==> config.mk <==
export PLATFORM = sky130hd
export DESIGN_NAME = fetch_pc_gen
export DESIGN_NICKNAME = d
export VERILOG_FILES = /design/src/rtl/a_defines.sv /design/src/rtl/npc_btb.sv /design/src/rtl/fetch_pc_gen.sv
export SDC_FILE = /design/constraint.sdc
export NUM_CORES = 2
export LEC_CHECK = 0
export BUFFER_PORTS_ARGS = -buffer_cell sky130_fd_sc_hd__buf_2
export CORE_AREA = 2 2 479 481
export CTS_CLUSTER_SIZE = 28
export DETAILED_ROUTE_END_ITERATION = 16
export DIE_AREA = 0 0 481 483
export MAX_ROUTING_LAYER = met4
export PLACE_DENSITY = 0.38
export SLEW_MARGIN = 10
export SYNTH_ARGS = -nofsm -noshare
export SYNTH_HDL_FRONTEND = slang
export SYNTH_SLANG_ARGS = --single-unit
==> constraint.sdc <==
create_clock -name clk -period 9.73 [get_ports clk]
set_input_delay 1.946 -clock clk [delete_from_list [all_inputs] [get_ports clk]]
set_output_delay 1.946 -clock clk [all_outputs]
set_load 0.02 [all_outputs]
==> src/rtl/a_defines.sv <==
`default_nettype none
// ============================================================================
//  Module      : a_defines (package)
//  Description : Shared definitions for the fetch PC generator: the reset
//                fetch address, the branch-target-buffer entry layout, the
//                2-bit direction counter encoding and a start-slot helper.
//  Revision    : 1.0 - initial release
// ============================================================================
package a_defines;

    // Default reset fetch address.
    localparam logic [31:0] c_init_pc   = 32'h1c00_0000;

    // 2-bit saturating direction counter encoding. Bit 1 is the prediction.
    localparam logic [1:0]  c_cnt_snt   = 2'b00;   // strongly not-taken
    localparam logic [1:0]  c_cnt_wnt   = 2'b01;   // weakly not-taken
    localparam logic [1:0]  c_cnt_wt    = 2'b10;   // weakly taken
    localparam logic [1:0]  c_cnt_st    = 2'b11;   // strongly taken
    localparam logic [1:0]  c_cnt_alloc = c_cnt_wt;

    // BTB entry. Tag and slot are sized for the widest legal configuration
    // (FETCH_WIDTH up to 8); narrower configurations hold zeros in the
    // upper bits on both the stored and compared side.
    typedef struct packed {
        logic        valid;
        logic [31:0] tag;
        logic [2:0]  slot;
        logic [31:0] target;
        logic [1:0]  cnt;
    } btb_entry_t;

    // Instruction slot of a pc inside its fetch block.
    function automatic logic [2:0] pc_slot(input logic [31:0] pc,
                                           input int unsigned fetch_width);
        return 3'((pc >> 2) & 32'(fetch_width - 1));
    endfunction

endpackage : a_defines
`default_nettype wire

==> src/rtl/npc_btb.sv <==
`default_nettype none
// ============================================================================
//  Module      : npc_btb
//  Description : Direct-mapped branch target buffer with 2-bit counters.
//                Lookup is combinational on lookup_pc; updates are written
//                at the clock edge, so a same-cycle lookup sees old contents.
//  Ports       : clk, rst_n         - clock, synchronous active-low reset
//                lookup_pc          - registered fetch pc to predict for
//                pred_taken/slot/target - prediction for the lookup block
//                upd_valid/pc/target/taken - backend resolution update
//  Revision    : 1.0 - initial release
// ============================================================================
module npc_btb
    import a_defines::*;
#(
    parameter int FETCH_WIDTH = 2,
    parameter int BTB_DEPTH   = 16
) (
    input  logic        clk,
    input  logic        rst_n,
    input  logic [31:0] lookup_pc,
    output logic        pred_taken,
    output logic [2:0]  pred_slot,
    output logic [31:0] pred_target,
    input  logic        upd_valid,
    input  logic [31:0] upd_pc,
    input  logic [31:0] upd_target,
    input  logic        upd_taken
);

    localparam int c_off_w    = $clog2(4 * FETCH_WIDTH);
    localparam int c_idx_bits = $clog2(BTB_DEPTH);
    localparam int c_idx_w    = (c_idx_bits > 0) ? c_idx_bits : 1;
    localparam int c_tag_lsb  = c_off_w + c_idx_bits;

    btb_entry_t r_mem [BTB_DEPTH];

    logic [c_idx_w-1:0] w_lk_idx;
    logic [31:0]        w_lk_tag;
    logic [2:0]         w_lk_slot;
    btb_entry_t         w_lk_entry;

    logic [c_idx_w-1:0] w_up_idx;
    logic [31:0]        w_up_tag;
    logic [2:0]         w_up_slot;
    btb_entry_t         w_up_entry;
    logic               w_up_hit;
    logic               w_wr_en;
    btb_entry_t         w_wr_entry;

    // ---------------- lookup ----------------
    assign w_lk_idx   = (BTB_DEPTH > 1) ? c_idx_w'(lookup_pc >> c_off_w) : '0;
    assign w_lk_tag   = lookup_pc >> c_tag_lsb;
    assign w_lk_slot  = pc_slot(lookup_pc, FETCH_WIDTH);
    assign w_lk_entry = r_mem[w_lk_idx];

    // A branch sitting before the entry slot has already been passed when
    // fetch enters mid-block, so it must not redirect this block.
    assign pred_taken  = w_lk_entry.valid
                      && (w_lk_entry.tag == w_lk_tag)
                      && (w_lk_entry.slot >= w_lk_slot)
                      && w_lk_entry.cnt[1];
    assign pred_slot   = w_lk_entry.slot;
    assign pred_target = w_lk_entry.target;

    // ---------------- update ----------------
    assign w_up_idx   = (BTB_DEPTH > 1) ? c_idx_w'(upd_pc >> c_off_w) : '0;
    assign w_up_tag   = upd_pc >> c_tag_lsb;
    assign w_up_slot  = pc_slot(upd_pc, FETCH_WIDTH);
    assign w_up_entry = r_mem[w_up_idx];
    assign w_up_hit   = w_up_entry.valid && (w_up_entry.tag == w_up_tag);

    always_comb begin
        w_wr_en    = 1'b0;
        w_wr_entry = w_up_entry;
        if (upd_valid) begin
            if (w_up_hit) begin
                w_wr_en         = 1'b1;
                w_wr_entry.slot = w_up_slot;
                if (upd_taken) begin
                    w_wr_entry.target = upd_target;
                    if (w_up_entry.cnt != c_cnt_st) begin
                        w_wr_entry.cnt = w_up_entry.cnt + 2'd1;
                    end
                end else if (w_up_entry.cnt != c_cnt_snt) begin
                    w_wr_entry.cnt = w_up_entry.cnt - 2'd1;
                end
            end else if (upd_taken) begin
                // Only taken branches are worth a slot; a not-taken miss
                // would predict fall-through, which is the default anyway.
                w_wr_en           = 1'b1;
                w_wr_entry.valid  = 1'b1;
                w_wr_entry.tag    = w_up_tag;
                w_wr_entry.slot   = w_up_slot;
                w_wr_entry.target = upd_target;
                w_wr_entry.cnt    = c_cnt_alloc;
            end
        end
    end

    // Only the valid bits are reset; payload fields are don't-care until
    // an allocation writes them.
    always_ff @(posedge clk) begin
        if (!rst_n) begin
            for (int i = 0; i < BTB_DEPTH; i++) begin
                r_mem[i].valid <= 1'b0;
            end
        end else if (w_wr_en) begin
            r_mem[w_up_idx] <= w_wr_entry;
        end
    end

endmodule : npc_btb
`default_nettype wire

==> src/rtl/fetch_pc_gen.sv <==
`default_nettype none
// ============================================================================
//  Module      : fetch_pc_gen
//  Description : Fetch PC generator. Holds the fetch pc, produces the
//                live-slot mask for the current fetch block and the next pc
//                from either the BTB prediction or the sequential block.
//  Ports       : clk, rst_n          - clock, synchronous active-low reset
//                g_flush, flush_pc   - global redirect
//                upd_*               - backend branch-resolution update
//                valid_o, ready_i    - fetch request handshake
//                pc_o, mask_o        - current fetch pc and live slots
//                pred_taken_o/slot_o/target_o - prediction for this block
//  Revision    : 1.0 - initial release
// ============================================================================
module fetch_pc_gen
    import a_defines::*;
#(
    parameter int          FETCH_WIDTH = 2,
    parameter int          BTB_DEPTH   = 16,
    parameter logic [31:0] INIT_PC     = c_init_pc
) (
    input  logic                   clk,
    input  logic                   rst_n,
    input  logic                   g_flush,
    input  logic [31:0]            flush_pc,
    input  logic                   upd_valid,
    input  logic [31:0]            upd_pc,
    input  logic [31:0]            upd_target,
    input  logic                   upd_taken,
    output logic                   valid_o,
    input  logic                   ready_i,
    output logic [31:0]            pc_o,
    output logic [FETCH_WIDTH-1:0] mask_o,
    output logic                   pred_taken_o,
    output logic [((FETCH_WIDTH > 1) ? $clog2(FETCH_WIDTH) : 1)-1:0] pred_slot_o,
    output logic [31:0]            pred_target_o
);

    localparam int c_slot_w    = (FETCH_WIDTH > 1) ? $clog2(FETCH_WIDTH) : 1;
    localparam int c_blk_bytes = 4 * FETCH_WIDTH;

    logic [31:0] r_pc;
    logic        r_valid;

    logic        w_pred_taken;
    logic [2:0]  w_pred_slot;
    logic [31:0] w_pred_target;
    logic [2:0]  w_start_slot;
    logic [31:0] w_base;
    logic [31:0] w_npc;
    logic        w_fire;

    npc_btb #(
        .FETCH_WIDTH (FETCH_WIDTH),
        .BTB_DEPTH   (BTB_DEPTH)
    ) u_btb (
        .clk         (clk),
        .rst_n       (rst_n),
        .lookup_pc   (r_pc),
        .pred_taken  (w_pred_taken),
        .pred_slot   (w_pred_slot),
        .pred_target (w_pred_target),
        .upd_valid   (upd_valid),
        .upd_pc      (upd_pc),
        .upd_target  (upd_target),
        .upd_taken   (upd_taken)
    );

    assign w_start_slot = pc_slot(r_pc, FETCH_WIDTH);
    assign w_base       = r_pc & ~32'(c_blk_bytes - 1);
    // Sequential next block; the add wraps naturally at 2^32.
    assign w_npc        = w_pred_taken ? w_pred_target
                                       : (w_base + 32'(c_blk_bytes));
    assign w_fire       = r_valid && ready_i;

    always_ff @(posedge clk) begin
        if (!rst_n) begin
            r_pc    <= INIT_PC;
            r_valid <= 1'b0;
        end else begin
            r_valid <= 1'b1;
            if (g_flush) begin
                r_pc <= flush_pc;
            end else if (w_fire) begin
                r_pc <= w_npc;
            end
        end
    end

    // Slots before the entry point and after a predicted-taken branch are dead.
    for (genvar i = 0; i < FETCH_WIDTH; i++) begin : g_mask
        assign mask_o[i] = (3'(i) >= w_start_slot)
                        && (!w_pred_taken || (3'(i) <= w_pred_slot));
    end

    assign valid_o       = r_valid;
    assign pc_o          = r_pc;
    assign pred_taken_o  = w_pred_taken;
    assign pred_slot_o   = w_pred_slot[c_slot_w-1:0];
    assign pred_target_o = w_pred_target;

endmodule : fetch_pc_gen
`default_nettype wire

# Word level (Yosys, flattened, before mapping)
# Memories as Yosys holds them, arrays and structs flattened. A register that Yosys moved wholly into a read port is not among the register bits.
# Cells that the tools add are included.
word_totals:
  in_bits: 102
  latchBits: 0
  mem_bits_ro: 0
  out_inout_bits: 69
  ff_bits: 33
  memories: 1
  ramBits: 1120
op_classes:
  shift: 0
  bitwise: 0
  reduce_logical: 13
  add_sub_neg: 3
  multipliers: 0
  magnitude_cmp: 5
  mux: 24
  div_mod_pow: 0
  n_eq_ne: 3
mem_list:
  columns: ["memory", "depth", "width", "read_ports", "rd_ports_with_merged_regs", "wr", "line_no", "text"]
  rows:
  - ["u_btb.r_mem", 16, 70, 2, 1, 16, "npc_btb.sv:36", "btb_entry_t r_mem [BTB_DEPTH];"]
op_table:
  columns: ["cell", "n"]
  rows:
  - ["$mux W70", 3]
  - ["$mux W32", 4]
  - ["$reduce_or A70 Y1", 1]
  - ["$eq A32 B25 Y1", 2]
  - ["$mux W37", 1]
  - ["$mux W33", 1]
  - ["$add A32 B4 Y32 const B", 1]
  - ["$mux W4", 3]
  - ["$mux W1", 8]
  - ["$mux W2", 4]
  - ["$logic_and A1 B1 Y1", 7]
  - ["$le A1 B3 Y1 const A", 2]
  - ["$reduce_bool A2 Y1", 2]
  - ["$ge A3 B1 Y1", 1]
  - ["$add A2 B1 Y2 const B", 1]
  - ["$ge A1 B1 Y1 const A", 2]
  - ["$logic_or A1 B1 Y1", 2]
  - ["$ne A2 B2 Y1 const B", 1]
  - ["$sub A2 B1 Y2 const B", 1]
  - ["$logic_not A1 Y1", 1]

# Logic depth before layout (Yosys ltp)
# An unclocked memory read counts as a cell.
depth:
  ltp_word: 10
  depth_mapped: 21
  mapped_depth_nobuf: 11

# Modules after synthesis
# From an unflattened synthesis, not the netlist that was laid out.
unflattened:
  hier_cells: 2809
  hier_area_um2: 54274.6
by_module_without_submodules:
  columns: ["module", "seq_area_each_um2", "n_inst", "cells_per_inst", "area_per_inst_um2"]
  rows:
  - ["npc_btb", 33472.1, 1, 2471, 51888.5]
  - ["fetch_pc_gen", 660.6, 1, 338, 2386.0]

# Worst setup path before layout
# Ideal clock, no wire load.
synth_timing:
  kind: "in2reg"
  startpoint: "in upd_pc[4]"
  endpoint: "mem u_btb.r_mem[15][0] (netlist name) (enable)"
  setup_ns: 0.497
  path_slack_ns: 1.697
  t_required_ns: 9.233
  cell_stages: 12
  arrival_time_ns: 7.536
  path_buffers: 3
  cell_sequence: "clkbuf_1 -> clkbuf_1 -> buf_1 -> mux4_2 -> mux4_2 -> xnor2_1 -> nand4_1 -> nor4_1 -> nand3_1 -> nand2b_2 -> nand3_2 -> nor2_1"
synth_lines:
  columns: ["element", "line_no", "text"]
  rows:
  - ["start, declared", "fetch_pc_gen.sv:27", "input logic [31:0] upd_pc,"]
  - ["end, declared", "npc_btb.sv:36", null]

==> flow_summary.ini <==
[outcome]
status = finished, final reports clean

[sta]
grt_setup_unrepaired = false
hold_viol_final = 0
fmax_mhz = 124
setup_tns_ns = 0
slew_viol_final = 0
period_needed_ns = 8.06
worst_pin_slew_ns = 1.18
fin_crit_sh = 0.828
fin_skew_ns = 0.0370
relSlewSlack = 0.210
setup_viol = 0

[cells_and_area]
fin_cells = 6133
fillers = 22575
drive_gt1_frac = 0.365
syn_to_final_growth_pct = 17.1
nets = 3113

[floorplan]
die_area_mm2 = 0.232
coreArea_mm2 = 0.227
io_pins = 171
die_y_um = 483
dieWidth_um = 481
rows = 175
start_util = 0.240

[synthesis]
synthDistinctLibCells = 89
synthArstFlopShare = 0
yosysSeqAreaShare = 0.629
synth_area_leaders = edfxtp_1 (61%), mux4_2 (24%), mux2i_1 (2.0%)
yosys.area.top_type = edfxtp_1
synth_top_area_frac = 0.610
syn-mean-instance-area_um2 = 19.4
synth-seq-cells = 1157
synth_flop_cell = edfxtp_1
synth_nets = 2908
ys_warn_count = 0
synth_edf_count = 1104
syn_inst = 2804
synth_area_mm2 = 0.0544

[clocking]
cts_tree = done
clockBufferDepth = 3
clockRootBuffer = clkbuf_16
cts_buffers = 138
ctsResizeCount = 0
cts_sinks = 1157
clk_latency_ns = 0.78
path_clk_slew_ns = 0.06
post_cts_buffers = 0
ctsHoldBuffers = 0
h-tree-depth = 4

[pwr]
p_per_area_mw_per_mm2 = 188
p_leak_uw = 0.0193
vdd_drop_max_v = 0.000166

[global_routing]
grt_pass1_wl_um = 275000
grt.total_usage = 0.175
grt_pass1_vias = 32801
grt_overflow = 0
antenna_found_initial = 20
grt_max_degree = 94

[worst_hold_path]
worstHoldEndpoint = u_btb.r_mem[15][69]
holdCritStartpoint = u_btb.r_mem[15][69]
min_path_type = flop to flop
holdPathStages = 2

[setup_path]
cp_max_fo = 24
cp.arrival_ns = 6.11
startpoint_type = flop
ff2ff_setup_slack_ns = 3.53
timing.rr.end = pc_o[22]
path_class = flop to output pin
crit_path_end_kind = output pin
reg2reg_depth = 10
cp.required_ns = 7.78

[detailed_routing]
drcViolationCount = 0
wire_per_inst_um = 32.7
vias = 30965
viasPerCell = 5.05
drt_iter0_markers = 3167
ant_nets = 0
wl_um = 200000
first_pass_iters = 5

[place]
gp_congestion = 0.821
numPortBuffers = 168
placed_cells = 5878
place_hpwl_um = 123000

[job]
drv_cap = 0
==> through the flow <==
step / utilization / setup WS, ns / hold WS (ns) / total power (uW) / cell area [um2]
6_report: 0.281 / 1.67 / 0.470 / 12000 / 63700
4_1_cts: 0.280 / 1.63 / 0.470 / 12200 / 63600
5_1_grt: 0.281 / 1.63 / 0.487 / 12400 / 63600
3_5_place_dp: 0.261 / 1.45 / 0.462 / 7040 / 59200
2_1_floorplan: - / 1.70 / 0.440 / 6510 / 54400
3_3_place_gp: 0.261 / 1.44 / 0.461 / 7020 / 59200
==> metal layers <==
layer / part of all wire / routed length (um) / track usage / vias to the layer above
met5: 0 / 0 / - / -
met2: 0.51 / 102000 / 0.294 / 984
met4: 0.027 / 5450 / 0.0473 / 0
li1: - / - / - / 12520
met1: 0.42 / 84500 / 0.220 / 17190
met3: 0.042 / 8510 / 0.0241 / 271
==> worst max path at each step <==
stage	startpoint	endpoint	slack [ns]	depth (start not counted)
after global routing	flop	mask_o[1]	1.63	10
after global placement	upd_pc[3]	u_btb.r_mem[9][50]	1.44	12
after detailed placement	upd_pc[3]	u_btb.r_mem[9][50]	1.45	12
final	flop	pred_taken_o	1.67	10
after floorplan	upd_pc[4]	u_btb.r_mem[15][0]	1.70	12
after CTS	flop	mask_o[1]	1.63	10
==> cells in the final DEF, fill, tap and decap left out, types with 9 or more instances in the layout <==
cell | Yosys | final
a31oi_1 | 14 | 13
or3_1 | 18 | 18
mux2i_1 | 107 | 107
and2_1 | 10 | 9
a32oi_1 | 9 | 9
clkbuf_1 | 95 | 34
bufinv_16 | 0 | 9
nor2_4 | 0 | 15
buf_4 | 11 | 86
xnor2_1 | 40 | 40
inv_1 | 10 | 10
and3_1 | 14 | 13
nand3_1 | 53 | 53
mux2_2 | 42 | 42
clkinv_1 | 1 | 28
mux2_1 | 26 | 26
nor3_1 | 29 | 29
edfxtp_1 | 1104 | 1104
nor4b_1 | 9 | 9
nand2_1 | 94 | 92
nor2_1 | 45 | 30
clkbuf_16 | 0 | 145
mux4_2 | 577 | 577
o21ai_1 | 16 | 16
a22oi_1 | 28 | 28
a21oi_1 | 20 | 20
buf_12 | 3 | 25
o21ai_0 | 46 | 46
nor4_1 | 34 | 34
clkinv_2 | 0 | 20
buf_2 | 60 | 164
a21o_1 | 9 | 9
dfxtp_1 | 53 | 49
xor2_1 | 18 | 18
nand4_1 | 24 | 24
==> cells by family (layout without fill, tap and decap cells) <==
logic type	after synthesis	in the layout	share of synthesized area
AOI/OAI and AO/OA	218	218	0.0278
xor gates and xnor gates	58	58	0.00935
adders and majority gates	2	2	0.000460
buffers and inverters	227	543	0.0205
DFF	1157	1157	0.629
muxes	754	754	0.274
other	0	4	0
and+or+nand+nor	388	388	0.0389
==> synthesized netlist by cell type (all sizes together), types with 28 or more instances <==
library cell / count
mux2: 69
a22oi: 28
edfxtp: 1104
dfxtp: 53
mux4: 578
nor2: 46
nand3: 56
nand2: 95
xnor2: 40
nor3: 30
nor4: 36
buf: 119
o21ai: 62
mux2i: 107
clkbuf: 95
==> cell type report <==
cell class / count / area (um2) / area share
multi-input combinational: 1420 / 19200 / 0.302
clock buffer: 181 / 3780 / 0.0594
antenna: 4 / 10.0 / 0.000157
tap: 3009 / 3760 / 0.0591
sequential: 1157 / 34200 / 0.538
inverter: 13 / 51.3 / 0.000806
timing repair buffer: 279 / 2020 / 0.0317
clock inverter: 70 / 602 / 0.00945
==> power breakdown <==
part | total [uW] | internal, uW | switching, uW
Sequential | 5640 | 5590 | 55.3
Clock | 5080 | 2970 | 2100
Combinational | 1280 | 470 | 807
Total | 12000 | 9030 | 2960
==> flip-flops by register name (all words and copies together) (netlist names), named ones only <==
signal and flops:
u_btb.r_mem 1120, pc_o 32, valid_o 1
==> worst max-delay path, cell delays in order, from the launching register on <==
cell and delay, ns:
dfxtp_4 0.74, buf_4 0.51, mux4_2 0.56, mux2i_1 0.74, xor2_1 0.19, nand2_1 0.07
o41ai_1 0.61, o2111a_1 0.67, and4b_2 0.48, buf_4 0.39, buf_2 0.27
Power figures use the tool's default switching activity.
